[src/rtl/bus_arbiter.sv]
// Round-robin arbiter and transaction sequencer sharing one valid/ready bus
// among NREQ requesters. One transaction is latched per grant, issued until
// handshake or timeout, and answered with a one-cycle ack or err pulse.
module bus_arbiter #(
    parameter int unsigned NREQ    = 4,
    parameter int unsigned AW      = 64,
    parameter int unsigned DW      = 32,
    parameter int unsigned TIMEOUT = 16
) (
    input  logic                     clk,
    input  logic                     rst,
    input  logic [NREQ-1:0]          req,
    input  logic [NREQ*AW-1:0]       req_addr,
    input  logic [NREQ*DW-1:0]       req_data,
    input  logic [NREQ-1:0]          req_wr,
    output logic [NREQ-1:0]          ack,
    output logic [NREQ-1:0]          err,
    output logic                     bus_valid,
    input  logic                     bus_ready,
    output logic [AW-1:0]            bus_addr,
    output logic [DW-1:0]            bus_data,
    output logic                     bus_wr,
    output logic [$clog2(NREQ)-1:0]  bus_id,
    output logic                     busy,
    output logic [15:0]              txn_count
);

    localparam int unsigned IDW = $clog2(NREQ);
    // Wait counter only needs to reach TIMEOUT-1; keep at least one bit.
    localparam int unsigned CW  = (TIMEOUT > 1) ? $clog2(TIMEOUT) : 1;

    typedef enum logic [1:0] {
        S_IDLE  = 2'd0,
        S_ISSUE = 2'd1,
        S_DONE  = 2'd2
    } state_e;

    state_e            state_q, state_d;
    logic [IDW-1:0]    last_q,  last_d;
    logic [CW-1:0]     cnt_q,   cnt_d;
    logic [AW-1:0]     addr_q,  addr_d;
    logic [DW-1:0]     data_q,  data_d;
    logic              wr_q,    wr_d;
    logic [IDW-1:0]    id_q,    id_d;
    logic              valid_q, valid_d;
    logic              busy_q,  busy_d;
    logic [NREQ-1:0]   ack_q,   ack_d;
    logic [NREQ-1:0]   err_q,   err_d;
    logic [15:0]       txn_q,   txn_d;

    logic              grant_found_c;
    logic [IDW-1:0]    grant_idx_c;
    logic              handshake_c;
    logic              timeout_c;

    // Round-robin pick: first requester at or after (last+1) mod NREQ.
    always_comb begin : rr_pick
        int unsigned idx;
        grant_found_c = 1'b0;
        grant_idx_c   = '0;
        idx           = 0;
        for (int unsigned k = 1; k <= NREQ; k++) begin
            idx = (32'(last_q) + k) % NREQ;
            if (!grant_found_c && req[IDW'(idx)]) begin
                grant_found_c = 1'b1;
                grant_idx_c   = IDW'(idx);
            end
        end
    end

    // Completion conditions while issuing; ready wins over timeout.
    always_comb begin
        handshake_c = (state_q == S_ISSUE) && bus_ready;
        timeout_c   = (TIMEOUT != 0) && (state_q == S_ISSUE) && !bus_ready &&
                      (cnt_q == CW'(TIMEOUT - 1));
    end

    // State register.
    always_ff @(posedge clk or negedge rst) begin
        if (!rst) begin
            state_q <= S_IDLE;
        end else begin
            state_q <= state_d;
        end
    end

    // Next-state logic.
    always_comb begin
        state_d = state_q;
        case (state_q)
            S_IDLE:  if (grant_found_c) state_d = S_ISSUE;
            S_ISSUE: if (handshake_c || timeout_c) state_d = S_DONE;
            S_DONE:  state_d = S_IDLE;
            default: state_d = S_IDLE;
        endcase
    end

    // Output and datapath next values; all results land in flops.
    always_comb begin
        last_d  = last_q;
        cnt_d   = cnt_q;
        addr_d  = addr_q;
        data_d  = data_q;
        wr_d    = wr_q;
        id_d    = id_q;
        txn_d   = txn_q;
        ack_d   = '0;
        err_d   = '0;
        valid_d = (state_d == S_ISSUE);
        busy_d  = (state_d != S_IDLE);
        case (state_q)
            S_IDLE: begin
                if (grant_found_c) begin
                    addr_d = req_addr[32'(grant_idx_c) * AW +: AW];
                    data_d = req_data[32'(grant_idx_c) * DW +: DW];
                    wr_d   = req_wr[grant_idx_c];
                    id_d   = grant_idx_c;
                    cnt_d  = '0;
                end
            end
            S_ISSUE: begin
                if (handshake_c) begin
                    ack_d[id_q] = 1'b1;
                    last_d      = id_q;
                    if (txn_q != 16'hFFFF) begin
                        txn_d = txn_q + 16'd1;
                    end
                end else if (timeout_c) begin
                    err_d[id_q] = 1'b1;
                    last_d      = id_q;
                end else begin
                    cnt_d = cnt_q + CW'(1);
                end
            end
            default: ;
        endcase
    end

    // Datapath and output registers.
    always_ff @(posedge clk or negedge rst) begin
        if (!rst) begin
            last_q  <= IDW'(NREQ - 1);
            cnt_q   <= '0;
            addr_q  <= '0;
            data_q  <= '0;
            wr_q    <= 1'b0;
            id_q    <= '0;
            valid_q <= 1'b0;
            busy_q  <= 1'b0;
            ack_q   <= '0;
            err_q   <= '0;
            txn_q   <= '0;
        end else begin
            last_q  <= last_d;
            cnt_q   <= cnt_d;
            addr_q  <= addr_d;
            data_q  <= data_d;
            wr_q    <= wr_d;
            id_q    <= id_d;
            valid_q <= valid_d;
            busy_q  <= busy_d;
            ack_q   <= ack_d;
            err_q   <= err_d;
            txn_q   <= txn_d;
        end
    end

    assign bus_valid = valid_q;
    assign bus_addr  = addr_q;
    assign bus_data  = data_q;
    assign bus_wr    = wr_q;
    assign bus_id    = id_q;
    assign busy      = busy_q;
    assign ack       = ack_q;
    assign err       = err_q;
    assign txn_count = txn_q;

endmodule

[config.mk]
export PLATFORM = sky130hd
export DESIGN_NAME = bus_arbiter
export DESIGN_NICKNAME = d
export VERILOG_FILES = /design/src/rtl/bus_arbiter.sv
export SDC_FILE = /design/constraint.sdc
export NUM_CORES = 1
export LEC_CHECK = 0
export CORE_AREA = 2 2 203 205
export DETAILED_ROUTE_END_ITERATION = 12
export DIE_AREA = 0 0 205 207
export GPL_TIMING_DRIVEN = 0
export PLACE_DENSITY = 0.49
export SKIP_CTS_REPAIR_TIMING = 1
export SYNTH_ARGS = -nofsm -noshare
export SYNTH_HDL_FRONTEND = slang
export SYNTH_SLANG_ARGS = --single-unit
[constraint.sdc]
create_clock -name clk -period 5.5 [get_ports clk]
set_input_delay 0.55 -clock clk [delete_from_list [all_inputs] [get_ports clk]]
set_output_delay 0.55 -clock clk [all_outputs]
set_load 0.05 [all_outputs]
==> results of run 1 <==
per-stage QoR:
step	utilization, %	std cells	setup TNS [ns]	cell area, um2
after global placement	33.4	1732	-305.14	13500
after floorplan	-	681	0	7610
final	34.8	1767	0	14100
after global routing	34.8	1765	0	14100
after detailed placement	33.4	1733	0	13500
after CTS	34.8	1765	0	14100
cell type report:
cell class                      instances  area, um2  share of cell area (%)
Clock buffer                           19        453                    3.22
Antenna cell                            2       5.00                  0.0356
Tap cell                              532        666                    4.73
Inverter                                4       15.0                   0.107
Multi-Input combinational cell        490       3910                    27.8
Sequential cell                       133       3330                    23.7
Buffer                                 54        358                    2.54
Timing Repair Buffer                  520       5220                    37.1
Clock inverter                         13        111                   0.792
report_power, final:
group          leakage [uW]  internal [uW]  switching, uW
clock network      0.000267            615            520
logic               0.00398           1820           3010
registers           0.00167           1410            271
total               0.00592           3840           3800
layout by cell type (no fill, tap or decap), types with 3 or more instances in the layout:
cell             instances
xor2_1                  10
mux2_1                   3
buf_6                   19
clkbuf_1                25
inv_6                    8
clkbuf_16               17
nand3_1                 11
nand2_1                109
nand2b_1                 6
o21ai_1                  4
clkinvlp_4               4
o221ai_1                79
nor3_1                   3
inv_1                    4
dfrtp_1                131
clkdlybuf4s50_1        518
xnor2_1                  7
and3_1                   5
buf_4                    3
mux2i_1                195
buf_2                    7
o221ai_2                18
nor2_1                  18
nand4_1                  4
path summary, 6_finish.rpt:
path,from,end,cells after the start
min in group clk,bus_addr[22]$_DFFE_PN0P_,bus_addr[22]$_DFFE_PN0P_,2
max,req[1],bus_addr[43]$_DFFE_PN0P_,7
min,rst,bus_data[29]$_DFFE_PN0P_,1
max reg2reg,last_q[0]$_DFFE_PN1P_,bus_addr[43]$_DFFE_PN0P_,7
max in group asynchronous,rst,bus_addr[40]$_DFFE_PN0P_,2
min reg2reg,bus_addr[22]$_DFFE_PN0P_,bus_addr[22]$_DFFE_PN0P_,2
cell usage after synthesis, drive strengths merged (5+ instances only):
library cell,instances
nand2,109
clkbuf,25
nor2,18
buf,29
nand3,11
xnor2,7
nand2b,6
and3,5
xor2,10
mux2i,195
dfrtp,131
o221ai,97
registers in the layout (all words and copies together) (netlist names):
register,flops
bus_wr,1
bus_id,2
state_q,2
bus_valid,1
last_q,2
err,4
bus_addr,64
busy,1
txn_count,16
ack,4
cnt_q,4
bus_data,32
worst max-delay path, stage by stage:
cell and delay [ns]:
clkdlybuf4s50_1 0.49, nor2_1 0.23, a211oi_2 0.13, nand2_1 0.46, clkbuf_1 0.52, clkbuf_1 0.44
o221ai_1 0.18
logic make-up after synthesis:
logic type	Yosys count
AO/OA/AOI/OAI	109
flip-flops	133
buffers and inverters	58
adder cells (fa/ha/maj)	2
XOR/XNOR	17
multiplexers	198
AND/OR/NAND/NOR	164
routing by layer:
metal	GRT usage, %	wire length (um)	up-vias
met5	0	13	-
met4	3.72	355	2
met3	5.30	2850	20
met2	31.1	19100	323
met1	20.2	14700	3703
li1	-	-	3664
==> summary.txt, run 1 <==
Power and ir drop
  • Worst vdd ir: 0.172 mV
  • Overall power: 7650 uW
  • Leakage: 0.00592 uW
  • Pwr Density: 543 nW/um2

Synth
  • Share of the synthesized area in the top cell type: 43.1%
  • Synth area leader: dfrtp_1
  • Synth Area in XOR/XNOR: 1.96%
  • Synthesized flop and latch total: 133
  • Synth cell types: 37
  • Top FF cell, synth: dfrtp_1
  • Post-synth EDFFs: 0
  • Post-synthesis cell count: 681
  • Synth Area in Compound Gates: 13.8%
  • Post-Syn Area: 7610 um2
  • Mux cell area share after synthesis: 26.1%
  • Synthesized Nets: 1,078
  • Largest family of logic cells by synthesized area: multiplexers
  • Post-synth ARST share: 100%
  • Area contributors post-synth: dfrtp_1 (43%), mux2i_1 (26%), o221ai_1 (9.1%)
  • Post-Synth Adder-Cell Area: 0.329%
  • Synthesized area per cell: 11.2 um2
  • Yosys warnings: 0
  • Register area share after synthesis: 43.8%
  • Fraction of the mapped netlist area in simple logic gates: 9.19%

Floorplanning
  • Die W: 205 um
  • DIE HEIGHT: 207 um
  • Initial core utilization: 18.9%
  • Die Area: 42,400 um2
  • Core ar.: 40,400 um2
  • Top Ports: 520
  • # rows: 74

CTS
  • TritonCTS clock tree: done
  • CTS clk-pin slew, worst paths: 0.07 ns
  • CTS max path bufs: 2
  • Worst-skew pair later-pin latency: 0.45 ns
  • Root Driver: clkbuf_16
  • # clock sinks: 133
  • TritonCTS Buffers: 17
  • Max H-tree Level: 4

Worst setup path
  • Worst Setup Start Kind: input pin
  • Critical path data required time: 5.80 ns
  • FF-to-FF setup slack: 2.84 ns
  • Crit path DAT: 3.02 ns
  • CP endpoint kind: register
  • Setup CP Type: input pin to register
  • Crit path max fanout: 10

STA
  • Setup WS post-layout: 2.78 ns
  • Hold_ws: 0.0973 ns
  • Final min period: 2.72 ns
  • Relative slew margins: 36.9%
  • Skew final: 0.00934 ns
  • Max Clock Freq: 368 MHz
  • RSZ-0062 raised after global routing: no
  • Final-report hold violation count: 0
  • Slew @ Worst Pin: 0.947 ns
  • # setup viols final: 0
  • Period utilization: 49.5%
  • Max Transition Viols Final: 0

Placed design
  • HPWL after DPL: 29.5 mm
  • Pre-CTS setup slack: 2.21 ns
  • Number of port buffers: 519
  • GPL Wtd Cong: 0.786

Global routing
  • Pin count of the biggest net entering global routing: 73
  • Global-route usage over all layers: 17.4%
  • Initial antenna violation count: 4
  • Total gr overflow: 0
  • Vias in the first global route: 8,406
  • First-pass GRT wire length: 53.7 mm

Finish
  • Area growth, synth to finish: 84.9%
  • # fillers: 4,229
  • Share of layout cells above drive strength 1: 6.73%
  • Nets@finish: 1,617

Drt
  • Final wirelength: 37.1 mm
  • Detailed Route Iter0 Violations: 317
  • DRT antenna net count: 0
  • Wire per inst: 21.0 um
  • DR pass1 iterations: 4
  • Vias/cell: 4.36
  • Vias: 7,712
  • DRC errors left: 0

Outcome
  • Status: complete, no violations

Worst hold path
  • Hold crit path type: input pin to asynchronous set/reset pin

Flow run
  • Max Cap Violations: 0
(Power assumes the default switching activity.)
==> run 2, diff against run 1 <==
--- a/config.mk
+++ b/config.mk
@@ -5,9 +5,9 @@
 export SDC_FILE = /design/constraint.sdc
 export NUM_CORES = 1
 export LEC_CHECK = 0
-export CORE_AREA = 2 2 203 205
+export CORE_AREA = 2 2 205 207
 export DETAILED_ROUTE_END_ITERATION = 12
-export DIE_AREA = 0 0 205 207
+export DIE_AREA = 0 0 207 209
 export GPL_TIMING_DRIVEN = 0
 export PLACE_DENSITY = 0.49
 export SKIP_CTS_REPAIR_TIMING = 1
==> constraint.sdc (replaced) <==
create_clock -name clk -period 2.6 [get_ports clk]
set_input_delay 0.26 -clock clk [delete_from_list [all_inputs] [get_ports clk]]
set_output_delay 0.26 -clock clk [all_outputs]
set_load 0.05 [all_outputs]
==> summary.txt, run 2 (synthesis gave the netlist of run 1 again) <==
Outcome
  • Status: complete, no violations (unchanged)

CTS
  • Max H-tree Level: 4 (unchanged)
  • CTS max path bufs: 2 (unchanged)
  • # clock sinks: 133 (unchanged)
  • TritonCTS Buffers: 17 (unchanged)
  • TritonCTS clock tree: done (unchanged)
  • CTS clk-pin slew, worst paths: 0.07 ns (about the same)
  • Worst-skew pair later-pin latency: 0.45 ns (about the same)
  • Root Driver: clkbuf_16 (unchanged)

Power and ir drop
  • Leakage: 0.00595 uW (was 0.00592 uW)
  • Switch Pwr: 8100 uW (was 3800 uW)
  • Power Internal: 8240 uW (was 3840 uW)
  • Sequential power share: 21.9% (was 22.0%)
  • Worst vdd ir: 0.456 mV (was 0.172 mV)
  • Clk pwr share: 15.3% (was 14.8%)
  • Overall power: 16,300 uW (was 7650 uW)
  • Comb pwr share: 62.8% (was 63.2%)
  • Pwr Density: 1160 nW/um2 (was 543 nW/um2)
  • Sw frac: 49.6% (was 49.7%)

Global routing
  • Pin count of the biggest net entering global routing: 70 (was 73)
  • Initial antenna violation count: 1 (was 4)
  • Total gr overflow: 0 (unchanged)
  • Global-route usage over all layers: 17.7% (was 17.4%)
  • Vias in the first global route: 8,588 (was 8,406)
  • First-pass GRT wire length: 57.0 mm (was 53.7 mm)

Placed design
  • HPWL after DPL: 30.3 mm (was 29.5 mm)
  • GPL Wtd Cong: 0.773 (was 0.786)
  • Number of port buffers: 519 (unchanged)

STA
  • Max Clock Freq: 418 MHz
  • RSZ-0062 raised after global routing: no (unchanged)
  • Period utilization: 92.0%
  • Final-report hold violation count: 0 (unchanged)
  • # setup viols final: 0 (unchanged)
  • Slew @ Worst Pin: 0.934 ns (was 0.947 ns)
  • Max Transition Viols Final: 0 (unchanged)
  • Final min period: 2.39 ns
  • Skew final: 0.0137 ns (was 0.00934 ns)
  • TNS Setup: 0 ns (unchanged)
  • Relative slew margins: 37.7% (was 36.9%)

Finish
  • Diode count: 0 (was 2)
  • Share of layout cells above drive strength 1: 7.05% (was 6.73%)
  • Nets@finish: 1,618 (was 1,617)
  • Most common cell after layout, fill and taps aside: clkdlybuf4s50_1 (unchanged)
  • Area growth, synth to finish: 85.5% (was 84.9%)
  • Max reg flops: 64 (unchanged)
  • Most frequent cells in the layout: clkdlybuf4s50_1 (518), mux2i_1 (195), dfrtp_1 (131), nand2_1 (108), o221ai_1 (79) (was clkdlybuf4s50_1 (518), mux2i_1 (195), dfrtp_1 (131), nand2_1 (109), o221ai_1 (79))

Floorplanning
  • Core ar.: 41,300 um2 (was 40,400 um2)
  • Top Ports: 520 (unchanged)
  • Initial core utilization: 18.4% (was 18.9%)
  • Die Area: 43,300 um2 (was 42,400 um2)
  • Die W: 207 um (was 205 um)
  • DIE HEIGHT: 209 um (was 207 um)
  • # rows: 75 (was 74)

Drt
  • Detailed Route Iter0 Violations: 283 (was 317)
  • Wire per inst: 21.7 um (was 21.0 um)
  • Vias/cell: 4.37 (was 4.36)
  • DR pass1 iterations: 5 (was 4)
  • Vias: 7,752 (was 7,712)
  • DRT antenna net count: 0 (unchanged)
  • Final wirelength: 38.4 mm (was 37.1 mm)
  • DRC errors left: 0 (unchanged)

Worst setup path
  • CP endpoint kind: register (unchanged)
  • Cell family with most CP delay: buffers and inverters (unchanged)
  • Setup CP Type: register to register (was input pin to register)
  • Slowest CP cell: dfstp_2 (was clkbuf_1)
  • Critical-path cell list: nand2b_1 -> o21ai_1 -> a211oi_1 -> buf_2 -> buf_6 -> buf_6 -> mux2i_1 -> o221ai_1 (was clkdlybuf4s50_1 -> nor2_1 -> a211oi_2 -> nand2_1 -> clkbuf_1 -> clkbuf_1 -> o221ai_1)
  • Buf/Inv on CP: 3 (unchanged)
  • Top cell by count, worst path: buf_6 (was clkbuf_1)
  • Max stage delay on crit path: 0.55 ns (was 0.52 ns)
  • Critical path data required time: 2.90 ns (was 5.80 ns)
  • Crit path max fanout: 10 (unchanged)
  • Worst Setup Start Kind: register (was input pin)
  • Crit path DAT: 2.69 ns (was 3.02 ns)

Worst hold path
  • Hold crit path type: input pin to asynchronous set/reset pin (unchanged)

Flow run
  • Max Cap Violations: 0 (unchanged)
[run 2: cell count changes in the layout (fill, tap and decap cells not counted), sizes merged]
| cell | change |
|---|---|
| inv | -3 |
| dlygate4sd3 | +1 |
| clkinv | +5 |
| clkinvlp | -3 |
| diode | -2 |
| bufinv | +1 |
[run 2: power groups by stage]
stage          clock [uW]  sequential, uW  combinational, uW
2_1_floorplan           0            6320               3720
3_3_place_gp            0            3580              10400
3_5_place_dp            0            3590              10400
4_1_cts              2600            3590              10500
5_1_grt              2680            3700              10900
6_report             2490            3580              10300
[run 2: worst reg2reg max path: stages (launching register included)]
cell	delay (ns)
dfstp_2	0.55
nand2b_1	0.12
o21ai_1	0.08
a211oi_1	0.23
buf_2	0.26
buf_6	0.27
buf_6	0.23
mux2i_1	0.34
o221ai_1	0.18
[run 2: metrics by stage]
| stage | setup WS, ns | hold slack [ns] | cell area [um2] | cells | utilization [%] |
|---|---|---|---|---|---|
| global route | 0.0441 | 0.448 | 14100 | 1773 | 34.2 |
| global placement | -4.96 | 0.469 | 13500 | 1739 | 32.6 |
| detailed placement | -0.383 | 0.348 | 13500 | 1740 | 32.7 |
| finish | 0.209 | 0.422 | 14100 | 1773 | 34.2 |
| floorplan | 0.543 | -0.0356 | 7610 | 681 | - |
| CTS | -0.166 | -0.154 | 14100 | 1772 | 34.1 |
[run 2: final timing paths]
path,endpoint,start,cells past startpoint,slack [ns]
min reg2reg,bus_addr[27]$_DFFE_PN0P_,bus_addr[27]$_DFFE_PN0P_,2,0.48
max in group asynchronous,bus_addr[45]$_DFFE_PN0P_,rst,3,1.36
max reg2reg,bus_addr[3]$_DFFE_PN0P_,last_q[0]$_DFFE_PN1P_,8,0.21
min,ack[2]$_DFF_PN0_,rst,2,0.42
min in group clk,bus_addr[27]$_DFFE_PN0P_,bus_addr[27]$_DFFE_PN0P_,2,0.48
max,bus_addr[3]$_DFFE_PN0P_,last_q[0]$_DFFE_PN1P_,8,0.21
[run 2: layer usage]
| metal | track usage (%) | wire length [um] |
|---|---|---|
| met5 | 0 | 0 |
| met4 | 3.87 | 388 |
| met3 | 5.71 | 2740 |
| met2 | 31.8 | 19800 |
| met1 | 20.3 | 15500 |
[run 2: layout make-up]
cell class	instances	area, um2
fillers	4264	27200
repair buffers	521	5230
multi-input cells	490	3910
flip-flops and latches	133	3330
well taps	539	674
clock buffers	19	453
plain buffers	54	362
clock inverters	13	139
inverters	4	15.0
==> run 3, diff against run 2 <==
--- a/config.mk
+++ b/config.mk
@@ -11,6 +11,7 @@
 export GPL_TIMING_DRIVEN = 0
 export PLACE_DENSITY = 0.49
 export SKIP_CTS_REPAIR_TIMING = 1
+export SLEW_MARGIN = 0
 export SYNTH_ARGS = -nofsm -noshare
 export SYNTH_HDL_FRONTEND = slang
 export SYNTH_SLANG_ARGS = --single-unit
==> results of run 3 <==
Final layout, timing and power as in run 2 (identical DEF).
